===== src/rtl/puf_meas_ctrl.sv =====
// Ring-oscillator PUF measurement sequencer.
// On a start request it walks C_OIDWIDTH challenges from challenge memory.
// Each challenge names an oscillator pair. A valid pair is reset, counted for
// a fixed window, allowed to settle and then compared to produce one ID bit.
// An invalid pair yields a 0 bit and raises the sticky error flag.
module puf_meas_ctrl #(
    parameter int C_IOSCNUM      = 10,
    parameter int C_IOSCDWIDTH   = 24,
    parameter int C_OIDWIDTH     = 24,
    parameter int C_MEMDATAWIDTH = 8,
    parameter int C_MEMADDRWIDTH = 24,
    parameter int C_SELWIDTH     = 4,
    parameter int C_BASEADDR     = 0,
    parameter int C_RSTCYC       = 4,
    parameter int C_WINDOW       = 1000,
    parameter int C_SETTLE       = 4
) (
    input  logic                      I_sclk,
    input  logic                      I_rst,
    input  logic                      I_start,
    output logic                      O_busy,
    output logic                      O_done,
    output logic [C_MEMADDRWIDTH-1:0] O_mem_addr,
    input  logic [C_MEMDATAWIDTH-1:0] I_mem_data,
    output logic [C_SELWIDTH-1:0]     O_osc_sel_a,
    output logic [C_SELWIDTH-1:0]     O_osc_sel_b,
    output logic                      O_osc_rst,
    output logic                      O_cnt_en,
    input  logic [C_IOSCDWIDTH-1:0]   I_cnt_a,
    input  logic [C_IOSCDWIDTH-1:0]   I_cnt_b,
    output logic [C_OIDWIDTH-1:0]     O_prim_id,
    output logic                      O_err
);

    // Shared duration timer only needs to hold the longest phase length minus one.
    localparam int C_TMAX = (C_RSTCYC > C_WINDOW) ?
                            ((C_RSTCYC > C_SETTLE) ? C_RSTCYC : C_SETTLE) :
                            ((C_WINDOW > C_SETTLE) ? C_WINDOW : C_SETTLE);
    localparam int C_TW   = (C_TMAX > 1) ? $clog2(C_TMAX) : 1;
    localparam int C_KW   = (C_OIDWIDTH > 1) ? $clog2(C_OIDWIDTH) : 1;

    localparam logic [C_TW-1:0]       C_T_RST  = C_TW'(C_RSTCYC - 1);
    localparam logic [C_TW-1:0]       C_T_WIN  = C_TW'(C_WINDOW - 1);
    localparam logic [C_TW-1:0]       C_T_SET  = C_TW'(C_SETTLE - 1);
    localparam logic [C_TW-1:0]       C_T_ZERO = C_TW'(0);
    localparam logic [C_TW-1:0]       C_T_ONE  = C_TW'(1);
    localparam logic [C_KW-1:0]       C_K_LAST = C_KW'(C_OIDWIDTH - 1);
    localparam logic [C_KW-1:0]       C_K_ZERO = C_KW'(0);
    localparam logic [C_KW-1:0]       C_K_ONE  = C_KW'(1);
    localparam logic [C_SELWIDTH:0]   C_NOSC   = (C_SELWIDTH + 1)'(C_IOSCNUM);

    typedef enum logic [3:0] {
        S_IDLE    = 4'd0,
        S_LOAD    = 4'd1,
        S_FETCH   = 4'd2,
        S_MEMWAIT = 4'd3,
        S_CHECK   = 4'd4,
        S_OSCRST  = 4'd5,
        S_COUNT   = 4'd6,
        S_SETTLE  = 4'd7,
        S_COMPARE = 4'd8,
        S_DONE    = 4'd9
    } state_t;

    // Challenge address for bit index k.
    function automatic logic [C_MEMADDRWIDTH-1:0] addr_of(input logic [C_KW-1:0] k);
        return C_MEMADDRWIDTH'(C_BASEADDR) + C_MEMADDRWIDTH'(k);
    endfunction

    state_t                    r_state;
    logic [C_TW-1:0]           r_timer;
    logic [C_KW-1:0]           r_k;
    logic [C_SELWIDTH-1:0]     r_pair_a;
    logic [C_SELWIDTH-1:0]     r_pair_b;
    logic [C_SELWIDTH-1:0]     r_sel_a;
    logic [C_SELWIDTH-1:0]     r_sel_b;
    logic [C_MEMADDRWIDTH-1:0] r_mem_addr;
    logic [C_OIDWIDTH-1:0]     r_prim_id;
    logic                      r_err;
    logic                      r_busy;
    logic                      r_done;
    logic                      r_osc_rst;
    logic                      r_cnt_en;

    state_t                    w_state_nxt;
    logic [C_TW-1:0]           w_timer_nxt;
    logic [C_KW-1:0]           w_k_nxt;
    logic [C_SELWIDTH-1:0]     w_pair_a_nxt;
    logic [C_SELWIDTH-1:0]     w_pair_b_nxt;
    logic [C_SELWIDTH-1:0]     w_sel_a_nxt;
    logic [C_SELWIDTH-1:0]     w_sel_b_nxt;
    logic [C_MEMADDRWIDTH-1:0] w_mem_addr_nxt;
    logic [C_OIDWIDTH-1:0]     w_prim_id_nxt;
    logic                      w_err_nxt;

    // Advance to the next challenge (or finish) after a CHECK or COMPARE exit.
    logic                      w_last;
    logic [C_KW-1:0]           w_k_inc;
    state_t                    w_adv_state;
    logic [C_KW-1:0]           w_adv_k;
    logic [C_MEMADDRWIDTH-1:0] w_adv_addr;
    logic                      w_pair_bad;

    assign w_last      = (r_k == C_K_LAST);
    assign w_k_inc     = r_k + C_K_ONE;
    assign w_adv_state = w_last ? S_DONE : S_FETCH;
    assign w_adv_k     = w_last ? r_k : w_k_inc;
    assign w_adv_addr  = w_last ? r_mem_addr : addr_of(w_k_inc);
    assign w_pair_bad  = ({1'b0, r_pair_a} >= C_NOSC) ||
                         ({1'b0, r_pair_b} >= C_NOSC) ||
                         (r_pair_a == r_pair_b);

    // Next-state and datapath update for the measurement sequence.
    always_comb begin
        w_state_nxt    = r_state;
        w_timer_nxt    = r_timer;
        w_k_nxt        = r_k;
        w_pair_a_nxt   = r_pair_a;
        w_pair_b_nxt   = r_pair_b;
        w_sel_a_nxt    = r_sel_a;
        w_sel_b_nxt    = r_sel_b;
        w_mem_addr_nxt = r_mem_addr;
        w_prim_id_nxt  = r_prim_id;
        w_err_nxt      = r_err;
        case (r_state)
            S_IDLE: begin
                if (I_start) begin
                    w_prim_id_nxt = '0;
                    w_err_nxt     = 1'b0;
                    w_k_nxt       = C_K_ZERO;
                    w_state_nxt   = S_LOAD;
                end else begin
                    w_state_nxt   = S_IDLE;
                end
            end
            S_LOAD: begin
                w_mem_addr_nxt = addr_of(r_k);
                w_state_nxt    = S_FETCH;
            end
            S_FETCH: begin
                w_state_nxt = S_MEMWAIT;
            end
            S_MEMWAIT: begin
                w_pair_a_nxt = I_mem_data[2*C_SELWIDTH-1:C_SELWIDTH];
                w_pair_b_nxt = I_mem_data[C_SELWIDTH-1:0];
                w_state_nxt  = S_CHECK;
            end
            S_CHECK: begin
                if (w_pair_bad) begin
                    w_prim_id_nxt[r_k] = 1'b0;
                    w_err_nxt          = 1'b1;
                    w_k_nxt            = w_adv_k;
                    w_mem_addr_nxt     = w_adv_addr;
                    w_state_nxt        = w_adv_state;
                end else begin
                    w_sel_a_nxt = r_pair_a;
                    w_sel_b_nxt = r_pair_b;
                    w_timer_nxt = C_T_RST;
                    w_state_nxt = S_OSCRST;
                end
            end
            S_OSCRST: begin
                if (r_timer == C_T_ZERO) begin
                    w_timer_nxt = C_T_WIN;
                    w_state_nxt = S_COUNT;
                end else begin
                    w_timer_nxt = r_timer - C_T_ONE;
                end
            end
            S_COUNT: begin
                if (r_timer == C_T_ZERO) begin
                    w_timer_nxt = C_T_SET;
                    w_state_nxt = S_SETTLE;
                end else begin
                    w_timer_nxt = r_timer - C_T_ONE;
                end
            end
            S_SETTLE: begin
                if (r_timer == C_T_ZERO) begin
                    w_state_nxt = S_COMPARE;
                end else begin
                    w_timer_nxt = r_timer - C_T_ONE;
                end
            end
            S_COMPARE: begin
                w_prim_id_nxt[r_k] = (I_cnt_a > I_cnt_b);
                w_k_nxt            = w_adv_k;
                w_mem_addr_nxt     = w_adv_addr;
                w_state_nxt        = w_adv_state;
            end
            S_DONE: begin
                w_state_nxt = S_IDLE;
            end
            default: begin
                w_state_nxt = S_IDLE;
            end
        endcase
    end

    // State and output registers; control outputs follow the next state so they line up with it.
    always_ff @(posedge I_sclk) begin
        if (I_rst) begin
            r_state    <= S_IDLE;
            r_timer    <= C_T_ZERO;
            r_k        <= C_K_ZERO;
            r_pair_a   <= '0;
            r_pair_b   <= '0;
            r_sel_a    <= '0;
            r_sel_b    <= '0;
            r_mem_addr <= '0;
            r_prim_id  <= '0;
            r_err      <= 1'b0;
            r_busy     <= 1'b0;
            r_done     <= 1'b0;
            r_osc_rst  <= 1'b1;
            r_cnt_en   <= 1'b0;
        end else begin
            r_state    <= w_state_nxt;
            r_timer    <= w_timer_nxt;
            r_k        <= w_k_nxt;
            r_pair_a   <= w_pair_a_nxt;
            r_pair_b   <= w_pair_b_nxt;
            r_sel_a    <= w_sel_a_nxt;
            r_sel_b    <= w_sel_b_nxt;
            r_mem_addr <= w_mem_addr_nxt;
            r_prim_id  <= w_prim_id_nxt;
            r_err      <= w_err_nxt;
            r_busy     <= (w_state_nxt != S_IDLE);
            r_done     <= (w_state_nxt == S_DONE);
            r_osc_rst  <= !((w_state_nxt == S_COUNT) || (w_state_nxt == S_SETTLE));
            r_cnt_en   <= (w_state_nxt == S_COUNT);
        end
    end

    assign O_busy      = r_busy;
    assign O_done      = r_done;
    assign O_mem_addr  = r_mem_addr;
    assign O_osc_sel_a = r_sel_a;
    assign O_osc_sel_b = r_sel_b;
    assign O_osc_rst   = r_osc_rst;
    assign O_cnt_en    = r_cnt_en;
    assign O_prim_id   = r_prim_id;
    assign O_err       = r_err;

endmodule


===== config.mk =====
export PLATFORM = sky130hd
export DESIGN_NAME = puf_meas_ctrl
export DESIGN_NICKNAME = d
export VERILOG_FILES = /design/src/rtl/puf_meas_ctrl.sv
export SDC_FILE = /design/constraint.sdc
export NUM_CORES = 1
export LEC_CHECK = 0
export BUFFER_PORTS_ARGS = -buffer_cell sky130_fd_sc_hd__buf_2
export CAP_MARGIN = 20
export CORE_MARGIN = 4
export CORE_UTILIZATION = 35
export CTS_CLUSTER_DIAMETER = 100
export DETAILED_ROUTE_END_ITERATION = 10
export MAX_ROUTING_LAYER = met4
export PLACE_DENSITY_LB_ADDON = 0.12
export SETUP_SLACK_MARGIN = 0.5
export SLEW_MARGIN = 0
export SYNTH_ARGS = -nofsm -noshare
export SYNTH_HDL_FRONTEND = slang
export SYNTH_SLANG_ARGS = --single-unit

===== constraint.sdc =====
create_clock -name I_sclk -period 4.85 [get_ports I_sclk]
set_input_delay 0.2425 -clock I_sclk [delete_from_list [all_inputs] [get_ports I_sclk]]
set_output_delay 0.2425 -clock I_sclk [all_outputs]
set_load 0.005 [all_outputs]

Word-level counts from Yosys, hierarchy flattened
Index checks and enable logic that the tools add are counted.

Flip-flop bits (word level): 88. Bits of input ports: 59. Output and inout port bits: 61. Word-level logic and storage cells: 86.

Add/subtract/negate cells: 2. Order comparisons: 5. Equality and inequality tests: 17. Multiplexer cells: 28. Bitwise operators: 3. Reductions and logical operators: 17.

Operator list (number): case mux 24 bit (3 select lines) (2); two-way mux 24 bit (4); two-way mux 10 bit (4); case mux 10 bit (4 select lines) (1); case mux 4 bit (9 select lines) (1); AND 24 bit (1); bitwise mux 24 bit (1); == test 4 x 3 -> 1 bit (second input constant) (6); greater-than comparator 24 bit (1); inverter 24 bit (1); two-way mux 4 bit (5); two-way mux 5 bit (3); case mux 5 bit (3 select lines) (1); logical NOT 10 bit (1); subtractor 10 x 1 -> 10 bit (second input constant) (1); AND reduction 3 bit (3); == test 4 x 2 -> 1 bit (second input constant) (2); == test 4 bit (second input constant) (2); >= comparator 4 bit (second input constant) (2); != test 2 bit (second input constant) (4); nonzero test 4 bit (2); less-than comparator 5 x 6 -> 1 bit (second input constant) (1); nonzero test 3 bit (2); adder 5 x 1 -> 5 bit (second input constant) (1); other kinds (14) (20).

Logic depth before layout (Yosys ltp)
Gate-level depths: netlist of run 1.

Depth after elaboration: 8. Gate-level depth with buffers: 9. Mapped depth without buffers: 8.

Least setup slack after synthesis of run 1
OpenSTA, ideal clock, no wires.

Path type: flip-flop to flip-flop. From: reg r_timer[0]. To: reg r_done, in the netlist O_done. Setup time: 116 ps. Arrival: 2195 ps. Required time: 4734 ps. Path slack: 2539 ps. Cell stages (with the launch flop): 8. Path buffers: 0. Period minus slack after synthesis: 2311 ps. Path through: dfxtp_1 -> inv_1 -> ha_1 -> or3b_2 -> nor4_4 -> mux2i_1 -> a2111oi_4 -> and2b_2.

Word-level cells in the longest chain between the ends: 4. Elaborated cells between the ends (all ways): 6. Classes of those cells: 1 x eq/ne; 4 x mux; 1 x reduce/logical.

Ends and longest elaborated chain: start, declared (line 71) `logic [C_TW-1:0] r_timer;`; start signal, assigned (line 219) `r_timer <= w_timer_nxt;`; logical NOT 10 bit (*) (line 163, 171, 179); two-way mux 4 bit, on equally long branches (line 179, 163, 171); case mux 4 bit (9 select lines) (*) (line 125) `case (r_state)`; == test 4 bit (*) (line 229) `r_done <= (w_state_nxt == S_DONE);`; end signal, assigned (line 229); end, declared (line 81) `logic r_done;`.

Mark *: on every way between the ends. The rest lies on a longest branch, timed or not. A chain may end at the register's enable or synchronous reset.

Worst setup path after layout of run 1
From: reg r_state[1]. To: reg r_k[4].

Word-level cells in the longest chain between the ends: 3. Elaborated cells between the ends (all ways): 8. Classes of those cells: 4 x eq/ne; 1 x mux; 3 x reduce/logical.

Ends and longest elaborated chain: start, declared (line 70) `state_t r_state;`; start signal, assigned (line 218) `r_state <= w_state_nxt;`; == test 4 x 3 -> 1 bit, or another cell as far along (line 125); != test 2 bit (no source line) / nonzero test 3 bit (equally long branches); AND reduction 3 bit (no source line); end signal, assigned (line 220) `r_k <= w_k_nxt;`; end, declared (line 72) `logic [C_KW-1:0] r_k;`.

Parallel ways exist; a longest one is shown, timed or not.

==> impl_metrics.yaml, run 1 <==
outcome:
  status: "finished, final reports clean"
floorplan:
  start_util_pct: 35.9
  dieArea_sq_mm: 0.0141
  pin_count: 120
  core_sq_mm: 0.0120
  die_h_um: 119
  fp-row-count: 40
  die_w_um: 119
routing:
  topRoutingLayerUsed: "met4"
  m1WireLength_um: 5470
  wl_met2_um: 5810
  wl_met3_um: 518
  viasPerCell: 5.30
  drt_iter0_markers: 259
  drc: 0
  vias: 4119
  ant_nets: 0
  wire_per_inst_um: 15.3
  first_pass_iters: 5
  routed_wl_um: 11900
hold_path:
  hold_end: "r_pair_b[0]$_SDFFE_PP0P_"
  min_path_type: "in2reg"
  hold_depth: 3
  min_from: "I_mem_data[0]"
logic_synthesis:
  netlist_area_sq_mm: 0.00431
  syn_avg_cell_area_sq_um: 7.96
  synth_seq_cells: 69
  synth-xor-area-share_pct: 2.44
  async_reset_ff_share_pct: 0
  synth_edf_count: 0
  synth_top_family_by_area: "compound AO/OA/AOI/OAI gates"
  ys.flop_type: "dfxtp_1"
  yosys-mux-area-fraction_pct: 4.18
  synth-simple-area-share_pct: 20.5
  netlist_instances: 541
  synth_compound_area_share_pct: 22.1
  ys_seq_area_share_pct: 32.1
  synth_cell_types: 55
  yosysWarnings: 0
  yosys.area_share.adder_pct: 8.71
global_route:
  grt.total_usage_pct: 17.2
  antenna_found_initial: 0
  grt_start_max_net_pins: 34
  grt_pass1_wl_um: 19500
  globalRouteOverflowTotal: 0
  grt_pass1_vias: 3952
sta:
  slew_headroom_pct: 37.0
  rsz0062_at_grt: "false"
  final.setup.tns_ps: 0
  hold_viol_final: 0
  finalCriticalPeriod_ps: 2770
  clock_skew_ps: 11.5
  maxSlewViolCount: 0
  tightest_slew_ps: 942
  fin_crit_sh_pct: 57.2
  setup_viol: 0
  maxClockFrequency_mhz: 360
clocking:
  cts-buffers-inserted: 9
  htree_levels: 3
  post-cts-setup-buffer-count: 0
  path_clk_slew_ps: 60
  ctsHoldBuffers: 0
  cts_buffer_depth: 2
  root_buffer: "clkbuf_16"
  cts_tree: "done"
  insertion_delay_ps: 340
  cts_resized: 0
  cts_sinks: 69
place:
  dp_hpwl_um: 8660
  place_congestion: 0.845
  io_buffers: 100
power_and_ir_drop:
  swShare_pct: 30.1
  switching_power_uw: 455
  p_leak_uw: 0.00230
  vdd_drop_max_mv: 0.148
  pwr-share-clk_pct: 41.3
  pwr-share-comb_pct: 18.1
  internal_power_uw: 1050
  p_per_area_mw_per_mm2: 293
  p_seq_share_pct: 40.6
cells_and_area:
  nFillCells: 1203
  area_delta_synth_final_pct: 19.5
  diodes: 0
  final_nets: 714
  layout_common_cells: "100 x buf_2, 69 x dfxtp_1, 53 x nor2_1"
  final_common_cell: "buf_2"
  utilization_pct: 42.8
  drive_gt1_share_pct: 21.7
worst_setup_path:
  max_stage_delay_ps: 780
  path_cells: "nor2_1 > o21ai_1 > buf_4 > nor2_1 > nor3b_1 > nand2_1 > a32o_1"
  regToRegEndpoint: "r_k[4]$_SDFFE_PP0P_"
  crit_path_start_kind: "flop"
  crit_top_cell: "nor2_1"
  end_kind: "flop"
  path_class: "reg2reg"
  worstPathMaxFanout: 18
  reg2reg_depth: 7
  r2r_slack_ps: 2080
  crit_slowest_cell: "nor3b_1"
  cp.required_ps: 5080
  r2r-start: "r_state[1]$_SDFF_PP0_"
  worstPathArrival_ps: 3000
run:
  drv_cap: 0
registers in the layout, summed over array words and instances (netlist names):
register	count
O_prim_id	24
r_state	4
O_osc_rst	1
O_cnt_en	1
O_osc_sel_a	4
r_timer	10
O_err	1
r_k	5
O_done	1
r_pair_a	4
r_pair_b	4
O_mem_addr	5
O_osc_sel_b	4
O_busy	1
worst max-delay path, delay by kind of cell, from the launching register on:
kind	cells	cell delay, ps
buf+inv	1	250
flops	1	660
simple gates	4	1320
compound gates	2	430
Yosys cell counts, drive strengths merged, types with 2 or more instances:
master,n,area share (%)
nor2,53,4.6
a221oi,2,0.41
a21o,11,1.9
buf,23,3.7
nand3,23,2.7
nand2b,4,0.58
dfxtp,69,32
o22ai,14,2.0
xor2,10,2.0
o21ai,27,3.1
nor2b,6,0.87
clkbuf,29,2.5
inv,41,3.6
xnor2,2,0.41
mux2i,18,4.2
and3b,2,0.41
and3,9,1.3
nor3b,4,0.70
nor4,6,1.4
nor3,13,1.6
o2bb2ai,9,1.8
o31ai,2,0.35
a21oi,52,6.0
o21a,3,0.52
a311oi,6,1.2
or3,3,0.55
or2,3,0.44
ha,30,8.7
nand4,17,2.5
a211oi,7,1.2
nand2,21,1.8
a41oi,2,0.41
o211ai,5,0.87
through the flow:
stage,std cells,power [uW],setup slack (ps),instance area (sq um),hold WS [ps]
2_1_floorplan,559,816,2540,4380,352
3_3_place_gp,761,892,2140,4860,473
3_5_place_dp,761,900,2130,4860,477
4_1_cts,777,1530,2090,5150,132
5_1_grt,777,1590,1750,5150,159
6_report,777,1510,2080,5150,142
layout make-up:
cell class / instances / area (sq um) / share of cell area, %
clock buffers: 9 / 225 / 4.38
multi-input cells: 396 / 2590 / 50.3
repair buffers: 107 / 553 / 10.7
clock inverters: 7 / 57.6 / 1.12
well taps: 147 / 184 / 3.57
flip-flops and latches: 69 / 1380 / 26.8
inverters: 42 / 158 / 3.06
per-layer routing:
metal,global-route usage [%],vias to the layer above
li1,-,2066
met1,22.5,1942
met2,27.7,106
met3,3.23,5
met4,4.20,0
met5,-,-
worst max path at each step:
stage	from	endpoint	slack, ps	depth (start not counted)
2_1_floorplan	r_timer[0]$_SDFFE_PP0P_	O_done$_SDFF_PP0_	2540	7
3_3_place_gp	r_state[1]$_SDFF_PP0_	r_k[4]$_SDFFE_PP0P_	2140	7
3_5_place_dp	r_state[1]$_SDFF_PP0_	r_k[4]$_SDFFE_PP0P_	2130	7
4_1_cts	r_state[1]$_SDFF_PP0_	r_k[4]$_SDFFE_PP0P_	2090	7
5_1_grt	r_state[2]$_SDFF_PP0_	r_k[4]$_SDFFE_PP0P_	1750	7
6_report	r_state[1]$_SDFF_PP0_	r_k[4]$_SDFFE_PP0P_	2080	7
cells by family after synthesis:
group,after synthesis
and+or+nand+nor,169
DFF,69
adders and majority gates,30
other,1
buffers and inverters,94
xor gates and xnor gates,12
AOI/OAI and AO/OA,148
muxes,18
power groups by stage:
stage                     Sequential, uW  Clock [uW]  Combinational (uW)
final                                613         623                 273
after global placement               625           0                 267
after detailed placement             626           0                 274
after CTS                            613         643                 276
after floorplan                      618           0                 198
after global routing                 616         665                 310
Note: power is estimated with default switching activity, not from simulation.
==> run 2, diff against run 1 <==
Clock period 4.85 ns to 2.63 ns, I/O delays scaled along.
==> run 2 against run 1 <==
Against the previous run: wire length grew 1.6%; cell area is 5.1% higher; fmax grew 31%; flip-flop and latch count stayed put; critical path type unchanged; critical endpoint is now O_osc_rst$_SDFF_PP1_; sequential share of layout area down 1.2 points; largest power group unchanged; die area stayed put; global-route usage up 0.28 points.
==> impl_metrics.yaml, run 2 (same netlist as run 1, synthesis figures left out) <==
sta:
  rsz0062_at_grt: "true"
  slew_headroom_pct: 56.6
  tightest_slew_ps: 650
  maxClockFrequency_mhz: 472
  maxSlewViolCount: 0
  clock_skew_ps: 5.09
  final.setup.tns_ps: 0
  hold_viol_final: 0
  setup_viol: 0
  fin_crit_sh_pct: 80.5
  finalCriticalPeriod_ps: 2120
cells_and_area:
  final_common_cell: "buf_2"
  drive_gt1_share_pct: 26.4
  utilization_pct: 45.0
  layout_common_cells: "100 x buf_2, 66 x dfxtp_1, 53 x nor2_1"
  fin_area_sq_mm: 0.00541
  diodes: 0
  area_delta_synth_final_pct: 25.5
  stdcell_count: 798
  final_nets: 735
  largest_reg_flops: 24
power_and_ir_drop:
  p_per_area_mw_per_mm2: 559
  p_leak_uw: 0.00244
  finalPower_uw: 3020
  vdd_drop_max_mv: 0.289
clocking:
  cts_sinks: 69
  htree_levels: 3
  cts-buffers-inserted: 9
  ctsHoldBuffers: 0
  insertion_delay_ps: 330
  root_buffer: "clkbuf_16"
  cts_buffer_depth: 2
  path_clk_slew_ps: 60
  cts_tree: "done"
floorplan:
  die_w_um: 119
  pin_count: 120
  dieArea_sq_mm: 0.0141
  start_util_pct: 35.9
  die_h_um: 119
  core_sq_mm: 0.0120
  fp-row-count: 40
routing:
  viasPerCell: 5.24
  first_pass_iters: 4
  vias: 4181
  routed_wl_um: 12100
  wire_per_inst_um: 15.1
  ant_nets: 0
  drt_iter0_markers: 226
  drc: 0
global_route:
  grt_pass1_vias: 4087
  globalRouteOverflowTotal: 0
  antenna_found_initial: 0
  grt_start_max_net_pins: 34
  grt_pass1_wl_um: 20000
  grt.total_usage_pct: 17.5
worst_setup_path:
  crit_path_start_kind: "flop"
  end_kind: "flop"
  max_stage_delay_ps: 390
  cp.required_ps: 2840
  worstPathArrival_ps: 2320
  worstPathMaxFanout: 3
  crit_slowest_cell: "or3b_4"
  path_class: "reg2reg"
  path_cells: "inv_2 > ha_4 > or3b_4 > nor4_4 > buf_4 > o21ai_2 > xor2_1 > a2bb2oi_2 > or3_1"
hold_path:
  min_path_type: "in2reg"
place:
  io_buffers: 100
  place_congestion: 0.822
  post_dp_cell_area_sq_mm: 0.00500
  dp_hpwl_um: 9010
  placedCellCount: 776
run:
  drv_cap: 0
outcome:
  status: "finished, final reports clean"
## run 2: power by group
group | switching (uW) | total, uW | internal [uW]
logic | 326 | 584 | 258
registers | 26.6 | 1120 | 1090
clock network | 467 | 1320 | 854
total | 819 | 3020 | 2200
## run 2: worst max-delay path, delay by kind of cell, from the launching register on
family	cells	cell delay [ps]
compound gates	2	200
xor+xnor	1	150
fa+ha+maj	1	140
buf+inv	2	260
flops	1	320
simple gates	3	920
## run 2: timing repair
item | in CTS | in global routing
setup buffers | 2 | 4
pin swaps | 1 | 0
gates resized for setup | 0 | 11
endpoints found under the setup margin | 10 | 33
## run 2: final timing paths
path	startpoint	to	slack (ps)	cells past startpoint
worst max-delay path	r_timer[1]$_SDFFE_PP0P_	O_osc_rst$_SDFF_PP1_	510	9
worst min-delay path	I_mem_data[7]	r_pair_a[3]$_SDFFE_PP0P_	40	3
worst max register to register	r_timer[1]$_SDFFE_PP0P_	O_osc_rst$_SDFF_PP1_	510	9
worst min register to register	r_timer[0]$_SDFFE_PP0P_	r_timer[0]$_SDFFE_PP0P_	480	1
## run 2: area by class of cell
| cell class | instances | area (sq um) |
|---|---|---|
| Clock inverter | 6 | 86.3 |
| Clock buffer | 10 | 239 |
| Timing Repair Buffer | 128 | 723 |
| Tap cell | 147 | 184 |
| Sequential cell | 69 | 1390 |
| Fill cell | 1258 | 6600 |
| Multi-Input combinational cell | 396 | 2630 |
| Inverter | 42 | 158 |
## run 2: layer usage
layer	wire, um	GRT usage (%)
met2	5730	28.1
met4	116	3.91
met1	5610	23.1
met3	606	3.18
met5	0	-
## run 2: through the flow
step	hold slack [ps]	setup slack, ps
floorplan	241	402
global placement	370	414
detailed placement	377	370
CTS	34.9	502
global route	42.5	413
finish	41.8	512
